<file path="src/rtl/id_stage.sv">
// RV32I decode stage (OP-IMM, OP, LUI, AUIPC) with operand forwarding, load-use stall,
// valid/ready handshake and flush; results held in an ID/EX output register.
module id_stage #(
  parameter int unsigned XLEN    = 32,
  parameter int unsigned NUM_FWD = 2
) (
  input  logic                    clk,
  input  logic                    rst,
  input  logic                    flush,
  input  logic                    in_valid,
  output logic                    in_ready,
  input  logic [XLEN-1:0]         pc,
  input  logic [31:0]             inst,
  output logic [4:0]              reg1_addr_o,
  output logic [4:0]              reg2_addr_o,
  output logic                    reg1_read_enable,
  output logic                    reg2_read_enable,
  input  logic [XLEN-1:0]         reg1_data_i,
  input  logic [XLEN-1:0]         reg2_data_i,
  input  logic [NUM_FWD-1:0]      fwd_valid,
  input  logic [NUM_FWD-1:0]      fwd_pending,
  input  logic [5*NUM_FWD-1:0]    fwd_addr,
  input  logic [XLEN*NUM_FWD-1:0] fwd_data,
  output logic                    out_valid,
  input  logic                    out_ready,
  output logic [XLEN-1:0]         reg1,
  output logic [XLEN-1:0]         reg2,
  output logic [XLEN-1:0]         Imm,
  output logic [XLEN-1:0]         out_pc,
  output logic [4:0]              rd,
  output logic                    rd_enable,
  output logic [3:0]              aluop,
  output logic [2:0]              alusel,
  output logic                    illegal
);

  localparam logic [6:0] OpcOpImm = 7'b0010011;
  localparam logic [6:0] OpcOp    = 7'b0110011;
  localparam logic [6:0] OpcLui   = 7'b0110111;
  localparam logic [6:0] OpcAuipc = 7'b0010111;

  localparam logic [3:0] AluAdd = 4'd0, AluSub = 4'd1, AluSll = 4'd2, AluSlt = 4'd3;
  localparam logic [3:0] AluSltu = 4'd4, AluXor = 4'd5, AluSrl = 4'd6, AluSra = 4'd7;
  localparam logic [3:0] AluOr = 4'd8, AluAnd = 4'd9, AluNop = 4'd15;
  localparam logic [2:0] SelNop = 3'd0, SelLogic = 3'd1, SelArith = 3'd2;
  localparam logic [2:0] SelShift = 3'd3, SelCompare = 3'd4;

  logic [6:0]      opcode, funct7;
  logic [2:0]      funct3;
  logic [4:0]      rs1, rs2, rd_field;
  logic [31:0]     imm_u;
  logic            rs1_en, rs2_en, use_imm, sel_pc, rd_wr, illegal_n;
  logic [XLEN-1:0] imm_n;
  logic [3:0]      aluop_n;
  logic [2:0]      alusel_n;

  assign opcode   = inst[6:0];
  assign rd_field = inst[11:7];
  assign funct3   = inst[14:12];
  assign rs1      = inst[19:15];
  assign rs2      = inst[24:20];
  assign funct7   = inst[31:25];
  assign imm_u    = {inst[31:12], 12'b0};

  always_comb begin
    rs1_en    = 1'b0;
    rs2_en    = 1'b0;
    use_imm   = 1'b0;
    sel_pc    = 1'b0;
    rd_wr     = 1'b0;
    illegal_n = 1'b0;
    imm_n     = '0;
    aluop_n   = AluNop;
    alusel_n  = SelNop;
    case (opcode)
      OpcOpImm: begin
        rs1_en  = 1'b1;
        use_imm = 1'b1;
        rd_wr   = 1'b1;
        imm_n   = {{(XLEN-12){inst[31]}}, inst[31:20]};
        case (funct3)
          3'b000: begin aluop_n = AluAdd;  alusel_n = SelArith;   end
          3'b010: begin aluop_n = AluSlt;  alusel_n = SelCompare; end
          3'b011: begin aluop_n = AluSltu; alusel_n = SelCompare; end
          3'b100: begin aluop_n = AluXor;  alusel_n = SelLogic;   end
          3'b110: begin aluop_n = AluOr;   alusel_n = SelLogic;   end
          3'b111: begin aluop_n = AluAnd;  alusel_n = SelLogic;   end
          3'b001: begin
            imm_n     = XLEN'(rs2);
            aluop_n   = AluSll;
            alusel_n  = SelShift;
            illegal_n = (funct7 != 7'b0000000);
          end
          default: begin
            imm_n     = XLEN'(rs2);
            aluop_n   = inst[30] ? AluSra : AluSrl;
            alusel_n  = SelShift;
            illegal_n = (funct7 != 7'b0000000) && (funct7 != 7'b0100000);
          end
        endcase
      end
      OpcOp: begin
        rs1_en = 1'b1;
        rs2_en = 1'b1;
        rd_wr  = 1'b1;
        if (funct7 == 7'b0000000) begin
          case (funct3)
            3'b000:  begin aluop_n = AluAdd;  alusel_n = SelArith;   end
            3'b001:  begin aluop_n = AluSll;  alusel_n = SelShift;   end
            3'b010:  begin aluop_n = AluSlt;  alusel_n = SelCompare; end
            3'b011:  begin aluop_n = AluSltu; alusel_n = SelCompare; end
            3'b100:  begin aluop_n = AluXor;  alusel_n = SelLogic;   end
            3'b101:  begin aluop_n = AluSrl;  alusel_n = SelShift;   end
            3'b110:  begin aluop_n = AluOr;   alusel_n = SelLogic;   end
            default: begin aluop_n = AluAnd;  alusel_n = SelLogic;   end
          endcase
        end else if (funct7 == 7'b0100000 && funct3 == 3'b000) begin
          aluop_n  = AluSub;
          alusel_n = SelArith;
        end else if (funct7 == 7'b0100000 && funct3 == 3'b101) begin
          aluop_n  = AluSra;
          alusel_n = SelShift;
        end else begin
          illegal_n = 1'b1;
        end
      end
      OpcLui, OpcAuipc: begin
        use_imm  = 1'b1;
        sel_pc   = (opcode == OpcAuipc);
        rd_wr    = 1'b1;
        imm_n    = XLEN'($signed(imm_u));
        aluop_n  = AluAdd;
        alusel_n = SelArith;
      end
      default: illegal_n = 1'b1;
    endcase
    // Illegal encodings still flow through, but as a harmless no-op payload.
    if (illegal_n) begin
      aluop_n  = AluNop;
      alusel_n = SelNop;
      rd_wr    = 1'b0;
    end
  end

  assign reg1_addr_o      = rst ? 5'd0 : rs1;
  assign reg2_addr_o      = rst ? 5'd0 : rs2;
  assign reg1_read_enable = !rst && rs1_en;
  assign reg2_read_enable = !rst && rs2_en;

  logic [XLEN-1:0] fwd1, fwd2, op1, op2;
  logic            hit1, hit2, pend1, pend2, stall;

  // Scan oldest to youngest so the lowest-index match overrides.
  always_comb begin
    hit1  = 1'b0;
    hit2  = 1'b0;
    pend1 = 1'b0;
    pend2 = 1'b0;
    fwd1  = '0;
    fwd2  = '0;
    for (int i = int'(NUM_FWD) - 1; i >= 0; i--) begin
      if (fwd_valid[i] && fwd_addr[5*i +: 5] == rs1) begin
        hit1  = 1'b1;
        pend1 = fwd_pending[i];
        fwd1  = fwd_data[XLEN*i +: XLEN];
      end
      if (fwd_valid[i] && fwd_addr[5*i +: 5] == rs2) begin
        hit2  = 1'b1;
        pend2 = fwd_pending[i];
        fwd2  = fwd_data[XLEN*i +: XLEN];
      end
    end
    if (!rs1_en)          op1 = sel_pc ? pc : '0;
    else if (rs1 == 5'd0) op1 = '0;
    else if (hit1)        op1 = fwd1;
    else                  op1 = reg1_data_i;
    if (!rs2_en)          op2 = use_imm ? imm_n : '0;
    else if (rs2 == 5'd0) op2 = '0;
    else if (hit2)        op2 = fwd2;
    else                  op2 = reg2_data_i;
    stall = (rs1_en && rs1 != 5'd0 && hit1 && pend1) ||
            (rs2_en && rs2 != 5'd0 && hit2 && pend2);
  end

  logic            out_valid_q, out_valid_d, rd_enable_q, rd_enable_d, illegal_q, illegal_d;
  logic [XLEN-1:0] reg1_q, reg1_d, reg2_q, reg2_d, imm_q, imm_d, pc_q, pc_d;
  logic [4:0]      rd_q, rd_d;
  logic [3:0]      aluop_q, aluop_d;
  logic [2:0]      alusel_q, alusel_d;
  logic            accept;

  assign in_ready = !rst && !flush && !stall && (!out_valid_q || out_ready);
  assign accept   = in_valid && in_ready;

  always_comb begin
    out_valid_d = out_valid_q;
    reg1_d      = reg1_q;
    reg2_d      = reg2_q;
    imm_d       = imm_q;
    pc_d        = pc_q;
    rd_d        = rd_q;
    rd_enable_d = rd_enable_q;
    aluop_d     = aluop_q;
    alusel_d    = alusel_q;
    illegal_d   = illegal_q;
    if (flush) begin
      out_valid_d = 1'b0;
    end else if (accept) begin
      out_valid_d = 1'b1;
      reg1_d      = op1;
      reg2_d      = op2;
      imm_d       = imm_n;
      pc_d        = pc;
      rd_d        = rd_field;
      rd_enable_d = rd_wr && (rd_field != 5'd0);
      aluop_d     = aluop_n;
      alusel_d    = alusel_n;
      illegal_d   = illegal_n;
    end else if (out_ready) begin
      out_valid_d = 1'b0;
    end
  end

  always_ff @(posedge clk or posedge rst) begin
    if (rst) begin
      out_valid_q <= 1'b0;
      reg1_q      <= '0;
      reg2_q      <= '0;
      imm_q       <= '0;
      pc_q        <= '0;
      rd_q        <= '0;
      rd_enable_q <= 1'b0;
      aluop_q     <= AluNop;
      alusel_q    <= SelNop;
      illegal_q   <= 1'b0;
    end else begin
      out_valid_q <= out_valid_d;
      reg1_q      <= reg1_d;
      reg2_q      <= reg2_d;
      imm_q       <= imm_d;
      pc_q        <= pc_d;
      rd_q        <= rd_d;
      rd_enable_q <= rd_enable_d;
      aluop_q     <= aluop_d;
      alusel_q    <= alusel_d;
      illegal_q   <= illegal_d;
    end
  end

  assign out_valid = out_valid_q;
  assign reg1      = reg1_q;
  assign reg2      = reg2_q;
  assign Imm       = imm_q;
  assign out_pc    = pc_q;
  assign rd        = rd_q;
  assign rd_enable = rd_enable_q;
  assign aluop     = aluop_q;
  assign alusel    = alusel_q;
  assign illegal   = illegal_q;

endmodule

</file>
<file path="config.mk">
export PLATFORM = sky130hd
export DESIGN_NAME = id_stage
export DESIGN_NICKNAME = d
export VERILOG_FILES = /design/src/rtl/id_stage.sv
export SDC_FILE = /design/constraint.sdc
export NUM_CORES = 1
export LEC_CHECK = 0
export BUFFER_PORTS_ARGS = -buffer_cell sky130_fd_sc_hd__buf_2
export CAP_MARGIN = 20
export CORE_AREA = 2 2 144 146
export DETAILED_ROUTE_END_ITERATION = 8
export DIE_AREA = 0 0 146 148
export PLACE_DENSITY_LB_ADDON = 0.15
export SKIP_LAST_GASP = 1
export SLEW_MARGIN = 10
export SYNTH_ARGS = -nofsm -noshare
export SYNTH_HDL_FRONTEND = slang
export SYNTH_SLANG_ARGS = --single-unit
export TNS_END_PERCENT = 100
</file>
<file path="constraint.sdc">
create_clock -name clk -period 5.88 [get_ports clk]
set_input_delay 0.588 -clock clk [delete_from_list [all_inputs] [get_ports clk]]
set_output_delay 0.588 -clock clk [all_outputs]
set_load 0.01 [all_outputs]
</file>
# --- After elaboration in Yosys (flattened, before gate mapping) ---
# Cells that the tools add are included.
totals:
  register_bits: 143
  inputBits: 211
  output_inout_bits: 156
classes:
  n_eq_ne: 17
  n_mux: 53
  bitwise_logic: 1
  n_reduce_logical: 44
ops:
  columns: ["operator", "count"]
  rows:
  - ["2-to-1 mux 32 bit", 13]
  - ["case mux 32 bit (2 select lines)", 1]
  - ["case mux 4 bit (7 select lines)", 2]
  - ["case mux 3 bit (3 select lines)", 3]
  - ["== test 7 x 6 -> 1 bit (second input constant)", 3]
  - ["2-to-1 mux 1 bit", 21]
  - ["== test 5 bit", 4]
  - ["logical AND 1 bit", 20]
  - ["2-to-1 mux 4 bit", 4]
  - ["nonzero test 5 bit", 3]
  - ["== test 7 x 5 -> 1 bit (second input constant)", 2]
  - ["== test 3 bit (second input constant)", 4]
  - ["case mux 4 bit (3 select lines)", 1]
  - ["zero test 5 bit", 2]
  - ["2-to-1 mux 5 bit", 2]
  - ["OR reduction 2 bit", 4]
  - ["zero test 7 bit", 1]
  - ["inequality test 7 x 6 -> 1 bit (second input constant)", 1]
  - ["nonzero test 7 bit", 1]
  - ["== test 3 x 2 -> 1 bit (second input constant)", 2]
  - ["2-to-1 mux 3 bit", 2]
  - ["OR reduction 3 bit", 2]
  - ["OR reduction 6 bit", 1]
  - ["zero test 1 bit", 4]
  - ["10 further kinds", 12]

# --- Depth between registers and ports, before layout ---
# Gate-level depths: netlist of the first run.
depth:
  word_depth: 13
  mapped_depth: 10

# --- Worst setup path after synthesis of the first run ---
# OpenSTA, ideal clock, no wires.
synth_path:
  kind: "input-to-output"
  startpoint: "in rst"
  endpoint: "out reg2_read_enable"
  t_arrival_ps: 4078
  slack_ps: 1214
  stages: 2
  n_path_buf: 0
  path_cell_list: "inv_1 > and3_1"
synth_via:
  elab_chain_cells: 2
synth_rtl:
  columns: ["element", "line_no", "source"]
  rows:
  - ["from (decl)", "8", "input logic rst,"]
  - ["zero test 1 bit (no line)", null, null]
  - ["logical AND 1 bit", "148", "assign reg2_read_enable = !rst && rs2_en;"]
  - ["to (decl)", "17", "output logic reg2_read_enable,"]
# No other way between the ends.

# --- Worst setup path in the final report of the first run ---
layout_path:
  startpoint: "in inst[23]"
  endpoint: "reg imm_q[14], in the netlist Imm[14]"
layout_via:
  elab_chain_cells: 12
  elab_cells_between_ends: 18
layout_rtl:
  columns: ["element", "line_no", "source"]
  rows:
  - ["from (decl)", "13", "input logic [31:0] inst,"]
  - ["== test 5 bit", "167", "if (fwd_valid[i] && fwd_addr[5*i +: 5] == rs2) begin"]
  - ["logical AND 1 bit", "167", null]
  - ["2-to-1 mux 1 bit (2 in a row)", "167", null]
  - ["logical AND 1 bit", "182", "(rs2_en && rs2 != 5'd0 && hit2 && pend2);"]
  - ["logical AND 1 bit (*)", "182", null]
  - ["logical OR 1 bit (*)", "181", "stall = (rs1_en && rs1 != 5'd0 && hit1 && pend1) ||"]
  - ["zero test 1 bit (*)", "192", "assign in_ready = !rst && !flush && !stall && (!out_valid_q || out_ready);"]
  - ["logical AND 1 bit (*) (2 in a row)", "192", null]
  - ["logical AND 1 bit (*)", "193", "assign accept = in_valid && in_ready;"]
  - ["AND reduction 2 bit (no line) (*)", null, null]
  - ["to (signal assigned)", "240", "imm_q <= imm_d;"]
  - ["to (decl)", "186", "logic [XLEN-1:0] reg1_q, reg1_d, reg2_q, reg2_d, imm_q, imm_d, pc_q, pc_d;"]
# Mark *: on every way between the ends. The rest lies on a longest branch, timed or not.
# A chain may end at the register's enable or synchronous reset.

==> impl_metrics.yaml, run 1 <==
outcome:
  status: "finished, final reports clean"
global_route:
  grt_use_total: 0.278
  antenna_found_initial: 4
  grt_pass1_vias: 7925
  grt_max_degree: 75
  grt_pass1_wl_um: 46100
  overflow: 0
yosys:
  synthesis.nets: 1036
  ys_types: 46
  netlist_area_sq_um: 8340
  synth_edf_count: 0
  synth_area_leaders: "dfrtp_1 42%, mux2_2 9.9%, mux2_4 5.9%"
  synth_most_common_cell: "dfrtp_1"
  synth_commonest_cells: "139 x dfrtp_1, 86 x o21ai_0, 73 x mux2_2, 70 x nand2_1, 49 x a21oi_1"
  synth_largest_area_cell: "dfrtp_1"
  synth-warning-count: 0
  avgSynthCellArea_sq_um: 10.1
  synth_top_area_frac: 0.417
  netlist_instances: 825
  seq_area_frac_synth: 0.430
  synth_ff_type: "dfrtp_1"
  async_flop_share: 1.00
  ys_seq_elements: 143
clock_network:
  cts_setup_buffers: 0
  clock_latency_ns: 0.42
  h-tree-depth: 4
  ctsLongestPathBuffers: 2
  cts_tree: "yes"
  cts_resized: 0
  cts_buffers: 17
  cts_sinks: 143
  cts_root_buf: "clkbuf_16"
  clk_pin_slew_ns: 0.06
  ctsHoldBuffers: 0
final_layout:
  area_growth_pct: 31.1
  nets: 1361
  drive_gt1_frac: 0.454
  stdcell_area_sq_um: 10900
setup_path:
  crit_type: "primary input to flop"
  rr_worst_depth: 7
  startpoint: "inst[23]"
  cp.required_ns: 6.18
  cpMaxStageDelayCell: "or2_2"
  worstPathCellList: "buf_2 > xnor2_1 > nand4_1 > or2_2 > a31o_1 > a211o_4 > buf_12 > mux2_2"
  start_kind: "primary input"
  endpoint: "Imm[14]"
  endpoint_kind: "flop"
  cp.arrival_ns: 3.66
  r2r_setup_slack_ns: 3.05
  cp_max_fo: 71
  r2r_start: "out_valid"
  slowest_delay_ns: 0.69
  reg2reg_to: "reg1[16]"
drt:
  drt-vias-per-instance: 5.55
  ant_nets: 0
  drc: 0
  dr.pass1.iters: 5
  wl_per_cell_um: 21.2
  wl_um: 30400
  num_vias: 7952
  drt_iter0_markers: 462
sta:
  clock_skew_ns: 0.00845
  relSlewSlack: 0.355
  drv_slew: 0
  setup_viol: 0
  max_freq_ghz: 0.297
  hold_violations: 0
  period_needed_ns: 3.37
  worst-slew-pin-transition_ns: 0.968
  setup_tns_ns: 0
  rsz0062_at_grt: "false"
  timing.final.crit_share: 0.572
power:
  power_density_nw_per_um2: 245
  p_leak_nw: 5.59
  p_total_mw: 2.69
  peakVddDrop_mv: 0.202
floorplanning:
  die_w_um: 146
  core_sq_um: 20000
  row_count: 52
  pin_count: 367
  die-area_sq_um: 21600
  die_h_um: 148
  initial_core_util: 0.416
placed_design:
  dpl.hpwl_um: 22200
  portBuffers: 366
  placed_area_sq_um: 10300
  gp_congestion: 0.924
job:
  drv_cap: 0
worst_hold_path:
  hp-class: "primary input to flop"
-- worst max-delay path: cells and delay by family --
family	cells	cell delay [ns]
and+or+nand+nor	2	0.87
buffers and inverters	2	0.61
xor gates and xnor gates	1	0.14
muxes	1	0.39
AOI/OAI and AO/OA	2	0.97
-- layout by cell type (no fill, tap or decap), types with 3 or more instances in the layout --
cell type / netlist / layout
mux2_4: 33 / 33
nand2_1: 70 / 70
clkinv_4: 0 / 3
buf_4: 0 / 5
clkbuf_16: 0 / 17
o211ai_1: 4 / 4
a221oi_1: 38 / 38
or4_1: 3 / 3
nor2_1: 14 / 11
buf_2: 15 / 366
mux2_2: 73 / 73
dfstp_2: 4 / 4
a21o_1: 3 / 3
nor2_4: 0 / 3
or2_2: 2 / 3
inv_1: 43 / 42
nor3_1: 9 / 8
mux2i_1: 35 / 35
nor2b_1: 11 / 11
a221o_1: 24 / 24
nor4_1: 3 / 3
o21ai_0: 86 / 86
o21a_1: 29 / 29
dfrtp_1: 139 / 139
inv_6: 0 / 3
xor2_1: 7 / 7
nand4_1: 3 / 3
a21oi_1: 49 / 48
xnor2_1: 14 / 14
bufinv_16: 0 / 3
and2_1: 37 / 37
-- through the flow --
step,hold slack [ns],setup WS (ns),cells,util
floorplan,0.522,1.21,825,-
detailed placement,0.477,2.10,1401,0.515
CTS,0.379,2.54,1432,0.546
global placement,0.469,2.14,1401,0.515
global route,0.389,2.34,1433,0.546
finish,0.386,2.51,1434,0.546
-- cell families after synthesis --
group / after synthesis / share of synthesized area
DFF: 143 / 0.430
muxes: 141 / 0.200
xor gates and xnor gates: 21 / 0.0220
and+or+nand+nor: 167 / 0.0999
buffers and inverters: 109 / 0.0558
AOI/OAI and AO/OA: 244 / 0.193
-- layer usage --
layer / vias to the layer above / global-route usage / share of wire
met5: - / 0 / 0.00089
met4: 4 / 0.0951 / 0.024
met3: 54 / 0.0580 / 0.072
met2: 404 / 0.471 / 0.49
met1: 3860 / 0.356 / 0.42
li1: 3630 / - / -
-- power breakdown --
| part | internal [mW] | switching [mW] | leakage, nW | total (mW) |
|---|---|---|---|---|
| Combinational | 0.221 | 0.249 | 3.40 | 0.470 |
| Clock | 0.691 | 0.442 | 0.296 | 1.13 |
| Sequential | 1.05 | 0.0312 | 1.89 | 1.08 |
| Total | 1.96 | 0.722 | 5.59 | 2.69 |
-- layout make-up --
type                    instances  area, sq um
well taps                     270          338
diodes                          2         5.00
flip-flops and latches        143         3580
clock buffers                  19          453
multi-input cells             573         4350
inverters                      43          166
clock inverters                12          159
repair buffers                372         1890
fillers                      1902         9100
-- sequential cells by signal, indices dropped and copies added, names as in the netlist --
name	count
Imm	32
out_pc	32
reg1	32
reg2	32
rd	5
aluop	4
alusel	3
illegal	1
out_valid	1
rd_enable	1
-- worst min path at each step --
stage	start	cells past startpoint	endpoint
after global routing	flush	2	out_valid
after floorplan	alusel[1]	1	alusel[1]
final	flush	2	out_valid
after global placement	alusel[1]	1	alusel[1]
after detailed placement	alusel[1]	1	alusel[1]
after CTS	flush	2	out_valid
No activity file was read; power rests on OpenSTA's default activity.
==> run 2: changes to the inputs <==
==> constraint.sdc (replaced) <==
create_clock -name clk -period 3.32 [get_ports clk]
set_input_delay 0.332 -clock clk [delete_from_list [all_inputs] [get_ports clk]]
set_output_delay 0.332 -clock clk [all_outputs]
set_load 0.01 [all_outputs]
==> run 2 against run 1 <==
Effect of this change:
- first-iteration DRC count is 3.2% higher
- setup slack worse by 2.0 ns
- critical endpoint is now in_ready
- register-to-register slack worse by 2.2 ns
- highest routed layer unchanged
==> impl_metrics.yaml, run 2 (synthesized netlist as in run 1, its figures left out) <==
outcome:
  status: "finished, final reports clean"
final_layout:
  nets: 1373
  final_common_cell: "buf_2"
  area_growth_pct: 32.5
  layoutNonFillerInstCount: 1449
  layout_common_cells: "366 x buf_2, 139 x dfrtp_1, 86 x o21ai_0"
  fill_cells: 1887
  drive_gt1_frac: 0.459
placed_design:
  dpl.hpwl_um: 22400
  dp_cells: 1413
  portBuffers: 366
  gp_congestion: 0.881
  dp_slack_ns: 0.511
clock_network:
  cts_buffers: 17
  cts_root_buf: "clkbuf_16"
  h-tree-depth: 4
  cts_tree: "yes"
  ctsHoldBuffers: 0
  cts_sinks: 143
  clock_latency_ns: 0.42
  cts_resized: 0
  cts_setup_buffers: 0
  ctsLongestPathBuffers: 2
  clk_pin_slew_ns: 0.06
drt:
  drt_iter0_markers: 477
  wl_per_cell_um: 21.5
  drc: 0
  drt-vias-per-instance: 5.56
  ant_nets: 0
  wl_met2_um: 14800
  highest_layer: "met5"
  wl_met3_um: 2370
  dr.pass1.iters: 5
  wl_um: 31100
  num_vias: 8058
  met1_length_um: 13100
floorplanning:
  die_h_um: 148
  core_sq_um: 20000
  die-area_sq_um: 21600
  initial_core_util: 0.416
  pin_count: 367
  row_count: 52
  die_w_um: 146
sta:
  hold_slack_ns: 0.132
  timing.final.crit_share: 0.840
  relSlewSlack: 0.378
  setup_tns_ns: 0
  drv_slew: 0
  period_needed_ns: 2.79
  rsz0062_at_grt: "false"
  max_freq_ghz: 0.358
  clock_skew_ns: 0.00840
  hold_violations: 0
  worst-slew-pin-transition_ns: 0.931
  fin_ws_ns: 0.530
  setup_viol: 0
setup_path:
  cpMaxStageDelayCell: "or4_1"
  endpoint_kind: "primary output"
  crit_type: "primary input to primary output"
  cp_max_fo: 33
  worstPathCellList: "buf_2 > or4_1 > nor2_4 > buf_4 > a21o_1 > inv_1 > buf_2"
  cp.required_ns: 2.99
  start_kind: "primary input"
  cp.arrival_ns: 2.46
  crit_top_cell: "buf_2"
  slowest_delay_ns: 0.81
global_route:
  overflow: 0
  antenna_found_initial: 5
  grt_pass1_vias: 8044
  grt_max_degree: 144
  grt_pass1_wl_um: 46800
  grt_use_total: 0.283
worst_hold_path:
  hp-class: "primary input to flop"
power:
  p_total_mw: 4.74
  power_density_nw_per_um2: 429
  peakVddDrop_mv: 0.349
  p_leak_nw: 5.65
job:
  drv_cap: 0
==> run 2: cell count changes in the layout (fill, tap and decap cells not counted), sizes merged <==
cell / delta
bufinv: -1
diode: +2
buf: +12
clkinvlp: +1
clkinv: -2
inv: +3
==> run 2: routing by layer <==
layer | up-vias | GRT usage
li1 | 3671 | -
met1 | 3939 | 0.365
met2 | 385 | 0.464
met3 | 57 | 0.0673
met4 | 6 | 0.104
met5 | - | 0
==> run 2: power by group <==
group | internal (mW) | switching, mW
Sequential | 1.86 | 0.0558
Combinational | 0.403 | 0.446
Clock | 1.15 | 0.830
==> run 2: worst paths after layout <==
| kind | start | to | slack, ns | cells past startpoint |
|---|---|---|---|---|
| max | inst[2] | in_ready | 0.53 | 7 |
| max in group asynchronous | rst | out_pc[9] | 2.33 | 4 |
| min reg2reg | alusel[1] | alusel[1] | 0.49 | 1 |
| min | flush | out_valid | 0.13 | 2 |
| max reg2reg | out_valid | reg1[22] | 0.82 | 7 |
| min in group asynchronous | rst | Imm[26] | 0.35 | 4 |
==> run 2: final cells by class <==
type	count	area, sq um	area share
repair buffers	384	2020	0.182
flip-flops and latches	143	3580	0.324
multi-input cells	573	4350	0.393
clock buffers	19	443	0.0401
well taps	270	338	0.0306
clock inverters	13	153	0.0138
diodes	4	10.0	0.000905
inverters	43	165	0.0149
==> run 2: stage by stage <==
step / instance area (sq um) / utilization
after floorplan: 8350 / -
after global placement: 10500 / 0.522
after detailed placement: 10500 / 0.522
after CTS: 11000 / 0.551
after global routing: 11100 / 0.552
final: 11100 / 0.552
==> run 2: critical path, delay by kind of cell <==
kind | cells | cell delay [ns]
AO/OA/AOI/OAI | 1 | 0.24
buffers and inverters | 4 | 0.86
AND/OR/NAND/NOR | 2 | 1.01
==> run 3: changes to the inputs <==
==> constraint.sdc (replaced) <==
create_clock -name clk -period 2.6 [get_ports clk]
set_input_delay 0.26 -clock clk [delete_from_list [all_inputs] [get_ports clk]]
set_output_delay 0.26 -clock clk [all_outputs]
set_load 0.01 [all_outputs]
==> run 3 against run 2 <==
Effect of this change:
- clock power rose by 32%
- first-iteration DRC count is 1.9% lower
- final cell count up 1.7%
- critical path depth grew 1
- combinational power grew 31%
- sequential power rose by 28%
- global-route usage is 0.35 points higher
- power up 30%
- sequential share of layout area fell by 0.60 points
- routed wire length grew 0.72%
- critical path type unchanged
==> impl_metrics.yaml, run 3 (synthesized netlist as in run 1, its figures left out) <==
final_layout:
  layout_common_cells: "366 x buf_2, 139 x dfrtp_1, 86 x o21ai_0"
  nets: 1393
  area_growth_pct: 35.0
  drive_gt1_frac: 0.467
  final_common_cell: "buf_2"
  stdcell_area_sq_um: 11300
  layoutNonFillerInstCount: 1473
power:
  peakVddDrop_mv: 0.439
  p_total_mw: 6.18
  p_leak_nw: 5.77
  power_density_nw_per_um2: 548
clock_network:
  cts_root_buf: "clkbuf_16"
  ctsHoldBuffers: 0
  ctsLongestPathBuffers: 2
  cts_resized: 0
  cts_setup_buffers: 0
  h-tree-depth: 4
  cts_tree: "yes"
  clk_pin_slew_ns: 0.06
  clock_latency_ns: 0.43
  cts_buffers: 17
  cts_sinks: 143
global_route:
  overflow: 0
  grt_max_degree: 144
  grt_pass1_wl_um: 47200
  grt_use_total: 0.286
  grt_pass1_vias: 8168
  antenna_found_initial: 8
floorplanning:
  die_w_um: 146
  core_sq_um: 20000
  initial_core_util: 0.416
  die-area_sq_um: 21600
  pin_count: 367
  die_h_um: 148
  row_count: 52
job:
  drv_cap: 0
drt:
  met1_length_um: 13100
  drt-vias-per-instance: 5.48
  wl_met2_um: 15000
  wl_um: 31300
  drc: 0
  wl_met3_um: 2390
  wl_per_cell_um: 21.3
  dr.pass1.iters: 8
  drt_iter0_markers: 468
  highest_layer: "met5"
  num_vias: 8073
  ant_nets: 0
sta:
  hold_slack_ns: 0.0521
  relSlewSlack: 0.307
  timing.final.crit_share: 0.896
  max_freq_ghz: 0.429
  worst-slew-pin-transition_ns: 1.04
  period_needed_ns: 2.33
  setup_viol: 0
  rsz0062_at_grt: "false"
  drv_slew: 0
  clock_skew_ns: 0.0160
  hold_violations: 0
setup_path:
  worstPathCellList: "buf_2 > or4_1 > o21ai_0 > nor2_4 > buf_4 > a21o_1 > inv_1 > buf_2"
  cp.required_ns: 2.34
  path_buf_inv: 4
  crit_family: "buffers and inverters"
  start_kind: "primary input"
  endpoint_kind: "primary output"
  slowest_delay_ns: 0.52
  cp.arrival_ns: 2.07
  crit_type: "primary input to primary output"
  cp_max_fo: 33
  crit_top_cell: "buf_2"
  cpMaxStageDelayCell: "or4_1"
placed_design:
  gp_congestion: 0.869
  placed_area_sq_um: 10600
  dp_cells: 1433
  portBuffers: 366
  dpl.hpwl_um: 23300
outcome:
  status: "finished, final reports clean"
worst_hold_path:
  hp-class: "primary input to flop"
## run 3: cell count changes in the layout (fill, tap and decap cells not counted), sizes merged
cell,change
buf,+20
bufinv,+2
clkinv,+3
clkinvlp,-1
diode,+4
inv,-4
## run 3: area by class of cell
class                      instances  area [sq um]
antenna                            8          20.0
clock inverter                    13           186
inverter                          43           165
clock buffer                      19           433
fill                            1886          8770
sequential                       143          3580
tap                              270           338
multi-input combinational        573          4350
timing repair buffer             404          2190
## run 3: worst reg2reg max path, stage by stage (launching register included)
cell and delay (ns):
dfrtp_1 0.38, nand2b_1 0.08, nor3b_1 0.26, buf_4 0.18, o31a_1 0.12, a22oi_1 0.09
a211o_4 0.42, buf_4 0.25, mux2_4 0.32
## run 3: metal layers
metal,track usage,vias to the layer above
met5,0,-
met4,0.109,6
met3,0.0660,60
met2,0.468,387
met1,0.371,3904
li1,-,3716
## run 3: worst paths after layout
kind | depth (start not counted) | slack, ns | startpoint | end
max | 8 | 0.27 | inst[22] | in_ready
min | 2 | 0.05 | flush | out_valid
max reg2reg | 8 | 0.39 | out_valid | reg1[5]
min reg2reg | 1 | 0.50 | out_pc[2] | out_pc[2]
max in group asynchronous | 4 | 1.62 | rst | reg1[29]
min in group asynchronous | 4 | 0.15 | rst | alusel[1]
## run 3: stage by stage
stage           util  setup slack, ns  setup TNS [ns]
5_1_grt        0.562            0.229               0
3_3_place_gp   0.530            0.178               0
3_5_place_dp   0.530            0.160               0
2_1_floorplan      -           -0.470          -0.470
6_report       0.562            0.271               0
4_1_cts        0.561            0.286               0
## run 3: where the power goes
group	total, mW	switching (mW)	internal [mW]
registers	2.45	0.0734	2.38
logic	1.11	0.577	0.534
clock network	2.62	1.01	1.61
total	6.18	1.66	4.52
